`config.mk`:
```
export PLATFORM = sky130hd
export DESIGN_NAME = mdu_seq
export DESIGN_NICKNAME = d
export VERILOG_FILES = /design/src/rtl/mdu_pkg.sv /design/src/rtl/mdu_seq_step.sv /design/src/rtl/mdu_seq.sv
export SDC_FILE = /design/constraint.sdc
export NUM_CORES = 1
export LEC_CHECK = 0
export ABC_AREA = 1
export ABC_CLOCK_PERIOD_IN_PS = 3900
export CAP_MARGIN = 0
export CORE_UTILIZATION = 32
export CTS_CLUSTER_DIAMETER = 40
export DETAILED_ROUTE_END_ITERATION = 12
export PLACE_DENSITY_LB_ADDON = 0.25
export RECOVER_POWER = 25
export SYNTH_ARGS = -nofsm -noshare
export SYNTH_HDL_FRONTEND = slang
export SYNTH_SLANG_ARGS = --single-unit
```
`constraint.sdc`:
```
create_clock -name clk -period 3.9 [get_ports clk]
set_input_delay 0.78 -clock clk [delete_from_list [all_inputs] [get_ports clk]]
set_output_delay 0.78 -clock clk [all_outputs]
set_load 0.02 [all_outputs]
```
`src/rtl/mdu_pkg.sv`:
```
// Shared encodings and constants for the RV32M multiply/divide sequencer.
package mdu_pkg;

  localparam int unsigned XLEN_DEF = 32;

  localparam logic [2:0] OP_MUL    = 3'b000;
  localparam logic [2:0] OP_MULH   = 3'b001;
  localparam logic [2:0] OP_MULHSU = 3'b010;
  localparam logic [2:0] OP_MULHU  = 3'b011;
  localparam logic [2:0] OP_DIV    = 3'b100;
  localparam logic [2:0] OP_DIVU   = 3'b101;
  localparam logic [2:0] OP_REM    = 3'b110;
  localparam logic [2:0] OP_REMU   = 3'b111;

  localparam logic [XLEN_DEF-1:0] DIV0_Q  = 32'hFFFF_FFFF;
  localparam logic [XLEN_DEF-1:0] INT_MIN = 32'h8000_0000;

  typedef enum logic [1:0] {IDLE, CALC, DONE} mdu_state_e;

endpackage

```
`src/rtl/mdu_seq_step.sv`:
```
// One radix-2 iteration: shift-add multiply or restoring divide over {acc_hi, acc_lo}.
module mdu_seq_step #(
  parameter int unsigned XLEN = 32
) (
  input  logic            is_div,
  input  logic [XLEN-1:0] acc_hi,
  input  logic [XLEN-1:0] acc_lo,
  input  logic [XLEN-1:0] opb,
  output logic [XLEN-1:0] nxt_hi,
  output logic [XLEN-1:0] nxt_lo
);

  logic [XLEN:0] sum;
  logic [XLEN:0] shifted;
  logic [XLEN:0] diff;

  always_comb begin
    sum     = {1'b0, acc_hi} + (acc_lo[0] ? {1'b0, opb} : '0);
    shifted = {acc_hi, acc_lo[XLEN-1]};
    diff    = shifted - {1'b0, opb};
    if (is_div) begin
      // Bit XLEN of diff is the borrow: set means the trial subtract failed, keep remainder.
      if (!diff[XLEN]) begin
        nxt_hi = diff[XLEN-1:0];
        nxt_lo = {acc_lo[XLEN-2:0], 1'b1};
      end else begin
        nxt_hi = shifted[XLEN-1:0];
        nxt_lo = {acc_lo[XLEN-2:0], 1'b0};
      end
    end else begin
      nxt_hi = sum[XLEN:1];
      nxt_lo = {sum[0], acc_lo[XLEN-1:1]};
    end
  end

endmodule

```
`src/rtl/mdu_seq.sv`:
```
// Multi-cycle RV32M multiply/divide sequencer with core stall.
// Define MDU_FAST_MUL_EN to resolve all multiplies in a single cycle at accept.
module mdu_seq
  import mdu_pkg::*;
#(
  parameter int unsigned XLEN  = XLEN_DEF,
  parameter int unsigned CNT_W = 6
) (
  input  logic            clk,
  input  logic            rst,
  input  logic            mdu_valid,
  input  logic [2:0]      mdu_op,
  input  logic [XLEN-1:0] rs1,
  input  logic [XLEN-1:0] rs2,
  output logic            mdu_ready,
  output logic [XLEN-1:0] mdu_result,
  output logic            stall,
  output logic            busy
);

  localparam logic [CNT_W-1:0] LastCnt = CNT_W'(XLEN - 1);

  mdu_state_e        state;
  logic [2:0]        op_q;
  logic              sign_q;
  logic [XLEN-1:0]   b_q;
  logic [XLEN-1:0]   acc_hi;
  logic [XLEN-1:0]   acc_lo;
  logic [CNT_W-1:0]  cnt;

  logic              a_signed, b_signed, a_neg, b_neg, res_neg;
  logic              is_div, div_zero, sdiv_ovf, special;
  logic [XLEN-1:0]   a_mag, b_mag, special_res;
  logic [XLEN-1:0]   nxt_hi, nxt_lo, quo_rem, calc_res;
  logic [2*XLEN-1:0] prod_fix;

  // Accept-cycle decode straight off the live operands.
  always_comb begin
    a_signed = 1'b0;
    b_signed = 1'b0;
    case (mdu_op)
      OP_MULH, OP_DIV, OP_REM: begin
        a_signed = 1'b1;
        b_signed = 1'b1;
      end
      OP_MULHSU: a_signed = 1'b1;
      default: ;
    endcase
    is_div      = mdu_op[2];
    a_neg       = a_signed & rs1[XLEN-1];
    b_neg       = b_signed & rs2[XLEN-1];
    a_mag       = a_neg ? -rs1 : rs1;
    b_mag       = b_neg ? -rs2 : rs2;
    res_neg     = (is_div & mdu_op[1]) ? a_neg : (a_neg ^ b_neg);
    div_zero    = is_div && (rs2 == '0);
    sdiv_ovf    = (mdu_op == OP_DIV || mdu_op == OP_REM) && (rs1 == INT_MIN) && (rs2 == '1);
    special     = div_zero | sdiv_ovf;
    if (div_zero) special_res = mdu_op[1] ? rs1 : DIV0_Q;
    else          special_res = mdu_op[1] ? '0 : INT_MIN;
  end

`ifdef MDU_FAST_MUL_EN
  // 33x33 signed product; only the low 64 bits matter, so extend both to 64 and multiply.
  logic [2*XLEN-1:0] fast_a, fast_b, fast_prod;
  logic [XLEN-1:0]   fast_res;
  assign fast_a    = {{XLEN{a_neg}}, rs1};
  assign fast_b    = {{XLEN{b_neg}}, rs2};
  assign fast_prod = fast_a * fast_b;
  assign fast_res  = (mdu_op == OP_MUL) ? fast_prod[XLEN-1:0] : fast_prod[2*XLEN-1:XLEN];
`endif

  mdu_seq_step #(
    .XLEN(XLEN)
  ) u_step (
    .is_div(op_q[2]),
    .acc_hi(acc_hi),
    .acc_lo(acc_lo),
    .opb   (b_q),
    .nxt_hi(nxt_hi),
    .nxt_lo(nxt_lo)
  );

  // Sign fix-up on the accumulators produced by the final iteration.
  always_comb begin
    prod_fix = sign_q ? -{nxt_hi, nxt_lo} : {nxt_hi, nxt_lo};
    quo_rem  = op_q[1] ? nxt_hi : nxt_lo;
    if (op_q[2])              calc_res = sign_q ? -quo_rem : quo_rem;
    else if (op_q == OP_MUL)  calc_res = prod_fix[XLEN-1:0];
    else                      calc_res = prod_fix[2*XLEN-1:XLEN];
  end

  always_ff @(posedge clk or negedge rst) begin
    if (!rst) begin
      state      <= IDLE;
      op_q       <= OP_MUL;
      sign_q     <= 1'b0;
      b_q        <= '0;
      acc_hi     <= '0;
      acc_lo     <= '0;
      cnt        <= '0;
      mdu_ready  <= 1'b0;
      mdu_result <= '0;
    end else begin
      mdu_ready <= 1'b0;
      case (state)
        IDLE: begin
          if (mdu_valid) begin
            op_q   <= mdu_op;
            sign_q <= res_neg;
            b_q    <= b_mag;
            acc_hi <= '0;
            acc_lo <= a_mag;
            cnt    <= '0;
            if (special) begin
              state      <= DONE;
              mdu_ready  <= 1'b1;
              mdu_result <= special_res;
            end
`ifdef MDU_FAST_MUL_EN
            else if (!is_div) begin
              state      <= DONE;
              mdu_ready  <= 1'b1;
              mdu_result <= fast_res;
            end
`endif
            else begin
              state <= CALC;
            end
          end
        end
        CALC: begin
          if (!mdu_valid) begin
            state <= IDLE;
          end else begin
            acc_hi <= nxt_hi;
            acc_lo <= nxt_lo;
            cnt    <= cnt + 1'b1;
            if (cnt == LastCnt) begin
              state      <= DONE;
              mdu_ready  <= 1'b1;
              mdu_result <= calc_res;
            end
          end
        end
        DONE:    state <= IDLE;
        default: state <= IDLE;
      endcase
    end
  end

  assign stall = mdu_valid & ~mdu_ready;
  assign busy  = (state == CALC);

endmodule

```
# After elaboration in Yosys (flattened, before gate mapping)
# Index checks and enable logic that the tools add are counted.
# W data, S select, Z words.
[word_totals]
rom_bits = 0
n_memories = 0
inputBits = 70
out_inout_bits = 35
wordCells = 92
ramBits = 0
latch_bits = 0
reg_bits = 141
[classes]
multipliers = 0
div_mod_pow = 0
n_reduce_logical = 14
n_lt_le_gt_ge = 0
bitwise_logic = 7
addsub = 7
mux = 42
eq_ne = 13
n_shift = 0
[ops]
columns = ["operator", "count"]
rows = [
  ["$mux W32", 21],
  ["$pmux W32 S2", 3],
  ["$neg A32 Y32", 3],
  ["$eq A32 B32 Y1 const B", 2],
  ["$mux W64", 1],
  ["$neg A64 Y64", 1],
  ["$add A32 B33 Y33", 1],
  ["$sub A33 B32 Y33", 1],
  ["$logic_not A32 Y1", 1],
  ["$mux W6", 2],
  ["$pmux W6 S2", 1],
  ["$mux W1", 8],
  ["$mux W2", 4],
  ["$add A6 B1 Y6 const B", 1],
  ["$eq A3 B3 Y1 const B", 2],
  ["$eq A6 B5 Y1 const B", 1],
  ["$ne A2 B2 Y1 const B", 3],
  ["$reduce_and A5 Y1", 1],
  ["$and A1 B1 Y1", 4],
  ["$pmux W2 S2", 1],
  ["$reduce_and A2 Y1", 2],
  ["$reduce_or A4 Y1", 1],
  ["$eq A3 B1 Y1 const B", 1],
  ["$eq A3 B2 Y1 const B", 1],
  ["other kinds (14)", 16],
]

# Depth between registers and ports, before layout
[logic_depth]
word_depth = 10
mapped_depth = 40
mapped_depth_nobuf = 40

# Hierarchy
# Synthesis repeated with hierarchy kept, for this count alone.
[unflattened]
cells_unflattened = 3328
hier_area_um2 = 18624.1
[by_module_without_submodules]
columns = ["mod", "cells_per_inst", "seq_area_each_um2", "area_per_inst_um2", "n_inst"]
rows = [
  ["mdu_seq", 2019, 3528.4, 12266.8, 1],
  ["mdu_seq_step", 1309, 0.0, 6357.3, 1],
]

# Least setup slack after synthesis
# No wires, ideal clock.
[synth_path]
path_type = "register to register"
startpoint = "register b_q[0]"
endpoint = "register mdu_result[20]"
slack_ns = -0.261
path_buffers = 0
path_stages_with_launch = 38
period_less_slack_ns = 4.161
setup_time_ns = 0.118
arrival_ns = 4.043
t_required_ns = 3.782
path_cell_list = "dfrtp_1 ha_1 fa_1 inv_1 nand2_1 nand2_1 nand3_1 nand2_1 nand2_1 nand2_2 nand2_4 nand3_4 nand2_8 nand2_2 nand2_2 inv_2 ha_1 inv_1 (+2 left out) nor2_2 nand2_2 nor2_4 nand4_2 nor2_4 nand3_1 nor2_1 nand3_2 nor2_2 nand2_2 o21ai_4 nand2_1 nand2_1 nand3_1 nand2_1 nand2_1 a21oi_1 nor2_1"
[synth_between]
elab_chain_cells = 10
elab_cells_between_ends = 17
classes_between = "add/sub: 4; mux: 13"
[synth_lines]
columns = ["element", "line", "text"]
rows = [
  ["start, declared", "mdu_seq.sv:26", "logic [XLEN-1:0] b_q;"],
  ["start signal, assigned", "mdu_seq.sv:110", "b_q <= b_mag;"],
  ["$sub A33 B32 Y33 / $mux W32 (equally long branches)", "mdu_seq_step.sv:20, mdu_seq_step.sv:18", ""],
  ["$mux W1 (tied with other cells)", "mdu_seq_step.sv:23", "if (!diff[XLEN]) begin"],
  ["$mux W32", "mdu_seq_step.sv:21", "if (is_div) begin"],
  ["$neg A64 Y64 / $mux W32 (equally long branches)", "mdu_seq.sv:85, mdu_seq.sv:86", ""],
  ["$mux W64 / $neg A32 Y32 (equally long branches)", "mdu_seq.sv:85, mdu_seq.sv:87", ""],
  ["$mux W32, on equally long branches", "mdu_seq.sv:88, mdu_seq.sv:87", ""],
  ["$mux W32 (*)", "mdu_seq.sv:87", "if (op_q[2]) calc_res = sign_q ? -quo_rem : quo_rem;"],
  ["$mux W32 (*)", "mdu_seq.sv:138", "if (cnt == LastCnt) begin"],
  ["$mux W32 (*)", "mdu_seq.sv:132", "if (!mdu_valid) begin"],
  ["$pmux W32 S2 (*)", "mdu_seq.sv:105", "case (state)"],
  ["end signal, assigned", "mdu_seq.sv:117", "mdu_result <= special_res;"],
  ["end signal, assigned", "mdu_seq.sv:141", "mdu_result <= calc_res;"],
  ["end, declared", "mdu_seq.sv:16", "output logic [XLEN-1:0] mdu_result,"],
]
# Mark *: on every way between the ends. The rest lies on a longest branch, timed or not. The select of a mux whose other input is x is not followed.
# A chain may end at the register's enable or synchronous reset.

# Worst setup path after layout
# Ends and elaborated chain as after synthesis.

==> impl_metrics.env <==
export IMPL_drt_pass1_iter_count=7
export IMPL_stdcell_area_um2=25000
export IMPL_r2r_cells=39
export IMPL_synth_nets=3392
export IMPL_finalHoldViolCount=0
export IMPL_remaining_drc_errors=0
export IMPL_overflow=0
export IMPL_start_kind="flop"
export IMPL_die_w_um=243
export IMPL_synth_edff_count=0
export IMPL_place_ws_ns=-0.364
export IMPL_place_gp_congestion=1.02
export IMPL_yosysTopAreaCellShare_pct=20.4
export IMPL_cap_violations=1
export IMPL_ctsHoldBuffers=0
export IMPL_fp_coreArea_um2=56800
export IMPL_hold_path_class="reg -> reg"
export IMPL_cts_tree="built"
export IMPL_fin_ws_ns=-0.572
export IMPL_grt_pass1_wl_um=130000
export IMPL_slowest_delay_ns=0.41
export IMPL_cpMostUsedCell="nand2_2"
export IMPL_clk_pin_slew_worst_paths_ns=0.07
export IMPL_htreeDepth=4
export IMPL_post_route_util_pct=44.1
export IMPL_synthMuxAreaShare_pct=0
export IMPL_synth_cell_types=62
export IMPL_initial_core_util_pct=32.6
export IMPL_status="complete, but fails checks"
export IMPL_final_min_clock_period_ns=4.47
export IMPL_synth_compound_area_share_pct=15.2
export IMPL_track_usage_pct=29.1
export IMPL_seq_area_frac_synth_pct=19.0
export IMPL_fin_skew_ns=0.0196
export IMPL_crit_path_max_fanout=5
export IMPL_min_period_over_period_pct=115
export IMPL_cp_slowest_cell="dfrtp_1"
export IMPL_syn_to_final_growth_pct=35.2
export IMPL_crit_buf_inv=5
export IMPL_yosys_area_share_xor_xnor_pct=4.26
export IMPL_place_area_um2=23600
export IMPL_min_to="mdu_result[0]$_DFFE_PN0P_"
export IMPL_fp_dieH_um=243
export IMPL_rsz0062_at_grt="yes"
export IMPL_synthArstFlopShare_pct=100
export IMPL_synth_area_um2=18500
export IMPL_cp_arrival_ns=4.88
export IMPL_nNetsFinal=3917
export IMPL_hpwl_um=70200
export IMPL_worst_slew_pin_slew_ns=3.41
export IMPL_clock_sinks=141
export IMPL_drive_above_1_share_pct=21.1
export IMPL_fmax_ghz=0.224
export IMPL_violations="max-capacitance violations, max-slew violations, negative setup slack"
export IMPL_grt_max_degree=60
export IMPL_r2r_slack_ns=-0.57
export IMPL_drt_iter0_drc=2717
export IMPL_synth_cells=3250
export IMPL_detail_route_wl_per_cell_um=19.0
export IMPL_vias=23300
export IMPL_syn_area_per_cell_um2=5.70
export IMPL_ys_warnings_count=0
export IMPL_synth_ff_type="dfrtp_1"
export IMPL_crit_type="reg -> reg"
export IMPL_synth_top_cells_by_area="nand2_1 (20%), dfrtp_1 (19%), inv_1 (8.7%)"
export IMPL_whs_path_depth=2
export IMPL_relSlewSlack_pct=-127
export IMPL_drt_wl_total_um=86500
export IMPL_rows=87
export IMPL_synth_top_family_by_area="simple AND/OR/NAND/NOR gates"
export IMPL_final_setup_viol_count=18
export IMPL_synthSimpleGateAreaFrac_pct=44.2
export IMPL_grt_pass1_vias=21700
export IMPL_antenna_found_initial=2
export IMPL_reg2reg_from="b_q[0]$_DFFE_PN0P_"
export IMPL_end_kind="flop"
export IMPL_ios=105
export IMPL_cts_buffers=17
export IMPL_synth_seq_cells=141
export IMPL_whs_ns=0.492
export IMPL_ant_nets=0
export IMPL_clock_latency_ns=0.51
export IMPL_clk_path_buf_depth=2
export IMPL_timing_rr_end="mdu_result[20]$_DFFE_PN0P_"
export IMPL_port_buffers=104
export IMPL_synth_adder_area_share_pct=4.94
export IMPL_synth_area_leader_cell="nand2_1"
export IMPL_hp_start="mdu_result[0]$_DFFE_PN0P_"
export IMPL_drv_slew=57
export IMPL_critPathTopFamily="simple AND/OR/NAND/NOR gates"
export IMPL_dieArea_um2=58900
export IMPL_crit_required_ns=4.31
export IMPL_vias_per_cell=5.13
export IMPL_clockRootBuffer="clkbuf_16"
layout make-up:
type | instances | area, µm²
Fill cell | 6183 | 31800
Multi-Input combinational cell | 2545 | 13200
Timing Repair Buffer | 616 | 5030
Sequential cell | 141 | 3540
Inverter | 454 | 1710
Tap cell | 756 | 946
Clock buffer | 18 | 429
Clock inverter | 14 | 170
Antenna cell | 2 | 5.00
layer usage:
layer  vias to the layer above  track usage [%]  wire, µm
li1                      11500                -         -
met5                         -                0         9
met3                       161             5.29      7260
met1                     10700             39.7     38000
met4                         2             11.4      3450
met2                       995             45.2     37800
registers in the layout, indices dropped and copies added, names as in the netlist:
| register | flops |
|---|---|
| mdu_ready | 1 |
| cnt | 6 |
| sign_q | 1 |
| b_q | 32 |
| op_q | 3 |
| acc_lo | 32 |
| mdu_result | 32 |
| state | 2 |
| acc_hi | 32 |
cell usage in the layout (no fill, tap or decap), drive strengths merged, types with 2 or more instances in the layout:
cell type         n
clkbuf           22
fa                2
nor4             16
nand2          1062
nor3             35
clkdlybuf4s50   103
bufinv            3
a21o              6
buf             508
o221ai            3
nand3b           14
nand4            41
dfrtp           141
a31oi             9
diode             2
a21oi           176
xnor2            15
xor2             75
o31ai             7
and2              5
o21bai           11
o22ai            21
nor2            365
o211ai            5
inv             451
clkinv           10
nand3           312
o21a              8
ha               70
o21ai           270
clkinvlp          4
or2              10
what timing repair did:
action / CTS / global route
gates cloned: 1 / 1
setup endpoints to repair: 26 / 34
buffers inserted: 35 / 15
pin swaps: 25 / 35
gates resized for setup: 45 / 70
stage by stage:
stage | std cells | TNS, ns
after global placement | 4461 | -3.46
after global routing | 4544 | -41.97
after floorplan | 3250 | -0.260
final | 4546 | -5.97
after CTS | 4528 | -3.65
after detailed placement | 4461 | -5.89
worst max path at each step:
stage	startpoint	endpoint	slack [ns]	cells after the start
after detailed placement	b_q[0]$_DFFE_PN0P_	mdu_result[10]$_DFFE_PN0P_	-0.36	36
after global routing	b_q[0]$_DFFE_PN0P_	mdu_result[20]$_DFFE_PN0P_	-0.77	38
after global placement	b_q[0]$_DFFE_PN0P_	mdu_result[10]$_DFFE_PN0P_	-0.27	36
final	b_q[0]$_DFFE_PN0P_	mdu_result[20]$_DFFE_PN0P_	-0.57	39
after floorplan	b_q[0]$_DFFE_PN0P_	mdu_result[20]$_DFFE_PN0P_	-0.09	37
after CTS	b_q[0]$_DFFE_PN0P_	mdu_result[18]$_DFFE_PN0P_	-0.37	36
synthesized netlist by cell type (3+ instances only):
library cell	n
nor2_4	5
buf_1	9
inv_1	431
a21o_1	6
nand2_4	12
o221ai_1	3
or2_2	7
xor2_1	75
nand2_1	1006
nor3_2	3
nor3_1	31
o211ai_1	5
nor2_2	26
a21oi_2	5
clkbuf_1	59
dfrtp_1	141
buf_2	26
a21oi_1	170
nand3_4	5
o22ai_1	21
buf_4	4
o21bai_1	11
and2_1	3
nand3_1	287
o21ai_0	243
o21a_1	8
buf_6	10
o31ai_1	7
o21ai_1	24
ha_1	70
clkinv_1	3
nand4_1	39
nand2_2	43
nand3_2	20
nor2_1	334
nor4_1	14
a31oi_1	9
nand3b_1	14
xnor2_1	15
inv_2	19
worst min-delay path: stages, from the launching register on:
cell and delay, ns:
dfrtp_1 0.35, nand2_1 0.05, o21ai_0 0.06
kinds of logic (layout without fill, tap and decap cells):
logic type,after synthesis,in the layout
adders and majority gates,72,72
other,0,2
AOI/OAI and AO/OA,521,521
and+or+nand+nor,1862,1862
DFF,141,141
buffers and inverters,564,1102
xor gates and xnor gates,90,90
Power is left out: the tool's default activity adds up to more than one toggle a clock period on the data nets, which glitch-free logic cannot reach.
==> RTL edit, RTL diff (config.mk and constraints unchanged) <==
Change the parameter `CNT_W` from 6 to 8.
--- a/src/rtl/mdu_seq.sv
+++ b/src/rtl/mdu_seq.sv
@@ -6,3 +6,3 @@
   parameter int unsigned XLEN  = XLEN_DEF,
-  parameter int unsigned CNT_W = 6
+  parameter int unsigned CNT_W = 8
 ) (
Behaviour: no difference found for any inputs over 4 cycles, from zero or initial values and one cycle with rst low; that may be too few to reach the edited logic, so the function may still have changed.
==> RTL edit against the unedited design <==
- the run still ends with max-capacitance violations, max-slew violations, negative setup slack left
- synthesized cell count decreased by 1.1%
- sequential cell count grew 2
- worst setup slack improved by 360 ps
- area after synthesis fell by 0.75%
- clock skew up 3.6 ps
- design area up 3.5%
- count of clock-buffer cells in the layout did not move
- maximum frequency increased by 8.9%
- wire length is 2.0% higher
- critical path type unchanged
==> RTL edit: results (changes against the unedited design) <==
leading cell types by count after synthesis: nand2_1 (1017), inv_1 (436), nor2_1 (332), nand3_1 (258), o21ai_0 (228) (was nand2_1 (1006), inv_1 (431), nor2_1 (334), nand3_1 (287), o21ai_0 (243))
number of global-route vias before repair: 21890 (was 21700)
placer congestion estimate: 1.033 (was 1.023)
routed length per placed instance: 19.15 µm (was 19.03 µm)
estimated wirelength of the detail-placed design: 71690 µm (was 70190 µm)
1st-pass router iterations: 6 (was 7)
total routing resource utilization after global routing: 29.68% (was 29.11%)
count of nets after finishing: 3983 (was 3917)
Setup violations, final: 24 (was 18)
pin count of the biggest net entering global routing: 82 (was 60)
top post-synthesis cells by area: nand2_1 (21%), dfrtp_1 (19%), inv_1 (8.9%), nand3_1 (7.0%), nor2_1 (6.8%) (was nand2_1 (20%), dfrtp_1 (19%), inv_1 (8.7%), nand3_1 (7.8%), nor2_1 (6.8%))
reg-to-reg endpoint: mdu_result[4] (was mdu_result[20])
sequential element share of the synthesized area: 19.46% (was 19.05%)
final WL: 88270 µm (was 86510 µm)
run status: finished with violations (unchanged)
Hold Path Sink: mdu_result[5] (was mdu_result[0])
number of cells in the design after placement: 4529 (was 4461)
arrival time at the worst endpoint: 4560 ps (was 4880 ps)
net count of the mapped netlist: 3355 (was 3392)
violations in the final reports: max-capacitance violations, max-slew violations, negative setup slack (unchanged)
mean instance size in the synthesized netlist: 5.722 µm² (was 5.700 µm²)
proportion of layout cells with a drive suffix above 1: 24.26% (was 21.09%)
number of different library cells in the post-synthesis netlist: 60 (was 62)
placement-stage cell area: 0.02421 mm² (was 0.02359 mm²)
Max Cap Viol: 1 (unchanged)
Total Negative Setup Slacks: -2231 ps (was -5973 ps)
die area: 0.05842 mm² (was 0.05886 mm²)
global-route wire length before repair: 132100 µm (was 130000 µm)
Register-to-Register Path Depth: 32 (was 39)
worst setup skew after layout: 23.20 ps (was 19.61 ps)
final worst slack: -207.9 ps (was -571.9 ps)
number of antenna violations at the first check in global routing: 3 (was 2)
Final Max Tran Viols: 55 (was 57)
RR Startpoint: b_q[22] (was b_q[0])
==> RTL edit: changes by cell type in the layout (fill, tap and decap cells not counted), sizes merged, moves of 15 or more <==
cell | unedited run | this run
nand3 | 312 | 280
buf | 508 | 613
o211ai | 5 | 20
nor3 | 35 | 50
o21ai | 270 | 243
nand2 | 1062 | 1077
xor2 | 75 | 60
a21oi | 176 | 141
==> RTL edit: what timing repair did <==
action / CTS / global route
resized for setup: 62 / 112
setup buffers: 27 / 23
pin swaps: 43 / 41
setup endpoints to repair: 31 / 37
==> RTL edit: kinds of logic (layout without fill, tap and decap cells) <==
| group | count (synthesis) | in the layout | synth area share, % |
|---|---|---|---|
| xor gates and xnor gates | 85 | 85 | 4.049 |
| and+or+nand+nor | 1860 | 1860 | 44.21 |
| muxes | 1 | 1 | 0.06124 |
| DFF | 143 | 143 | 19.46 |
| adders and majority gates | 72 | 72 | 4.981 |
| buffers and inverters | 556 | 1197 | 11.98 |
| AOI/OAI and AO/OA | 496 | 496 | 15.25 |
==> RTL edit: per-stage QoR <==
step           hold WS, ps  power [mW]  worst slack, ps
3_5_place_dp         485.3       24.33           -528.4
3_3_place_gp         488.6       24.30           -550.7
6_report             497.6       28.27           -207.9
2_1_floorplan        453.9       14.58            46.02
5_1_grt              538.1       30.31           -447.1
4_1_cts              257.7       26.93           -196.1
==> RTL edit: worst max-delay path by stage <==
stage / slack [ps] / cells past startpoint / to / start
final: -210 / 32 / mdu_result[4] / b_q[22]
after floorplan: 50 / 34 / mdu_result[20] / b_q[0]
after global placement: -550 / 24 / mdu_result[30] / rs1[1]
after detailed placement: -530 / 24 / mdu_result[16] / rs1[1]
after CTS: -200 / 34 / mdu_result[24] / b_q[0]
after global routing: -450 / 37 / mdu_result[28] / b_q[15]
==> RTL edit: worst max-delay path: cells and delay by family, from the launching register on <==
kind | cells | cell delay, ps
AOI/OAI and AO/OA | 5 | 780
adders and majority gates | 2 | 460
buffers and inverters | 4 | 340
DFF | 1 | 410
and+or+nand+nor | 21 | 2100
==> RTL edit: per-layer routing <==
metal	up-vias	global-route usage [%]	wire length, µm
met4	2	10.48	3048
met5	-	0	13
met2	988	45.28	38020
met3	152	5.538	7616
met1	10940	41.48	39570
li1	11580	-	-
==> RTL edit: report_power, final <==
part           switching, mW  leakage, nW  internal (mW)
registers              0.615         1.78           2.16
logic                   14.2         11.4           9.29
clock network          0.820        0.321           1.16
==> RTL edit: cell type report <==
class,instances,area (µm²)
Fill cell,6160,30680
Multi-Input combinational cell,2514,13280
Tap cell,756,945.9
Sequential cell,143,3587
Clock inverter,14,231.5
Inverter,448,1687
Timing Repair Buffer,717,5752
Clock buffer,18,439.2
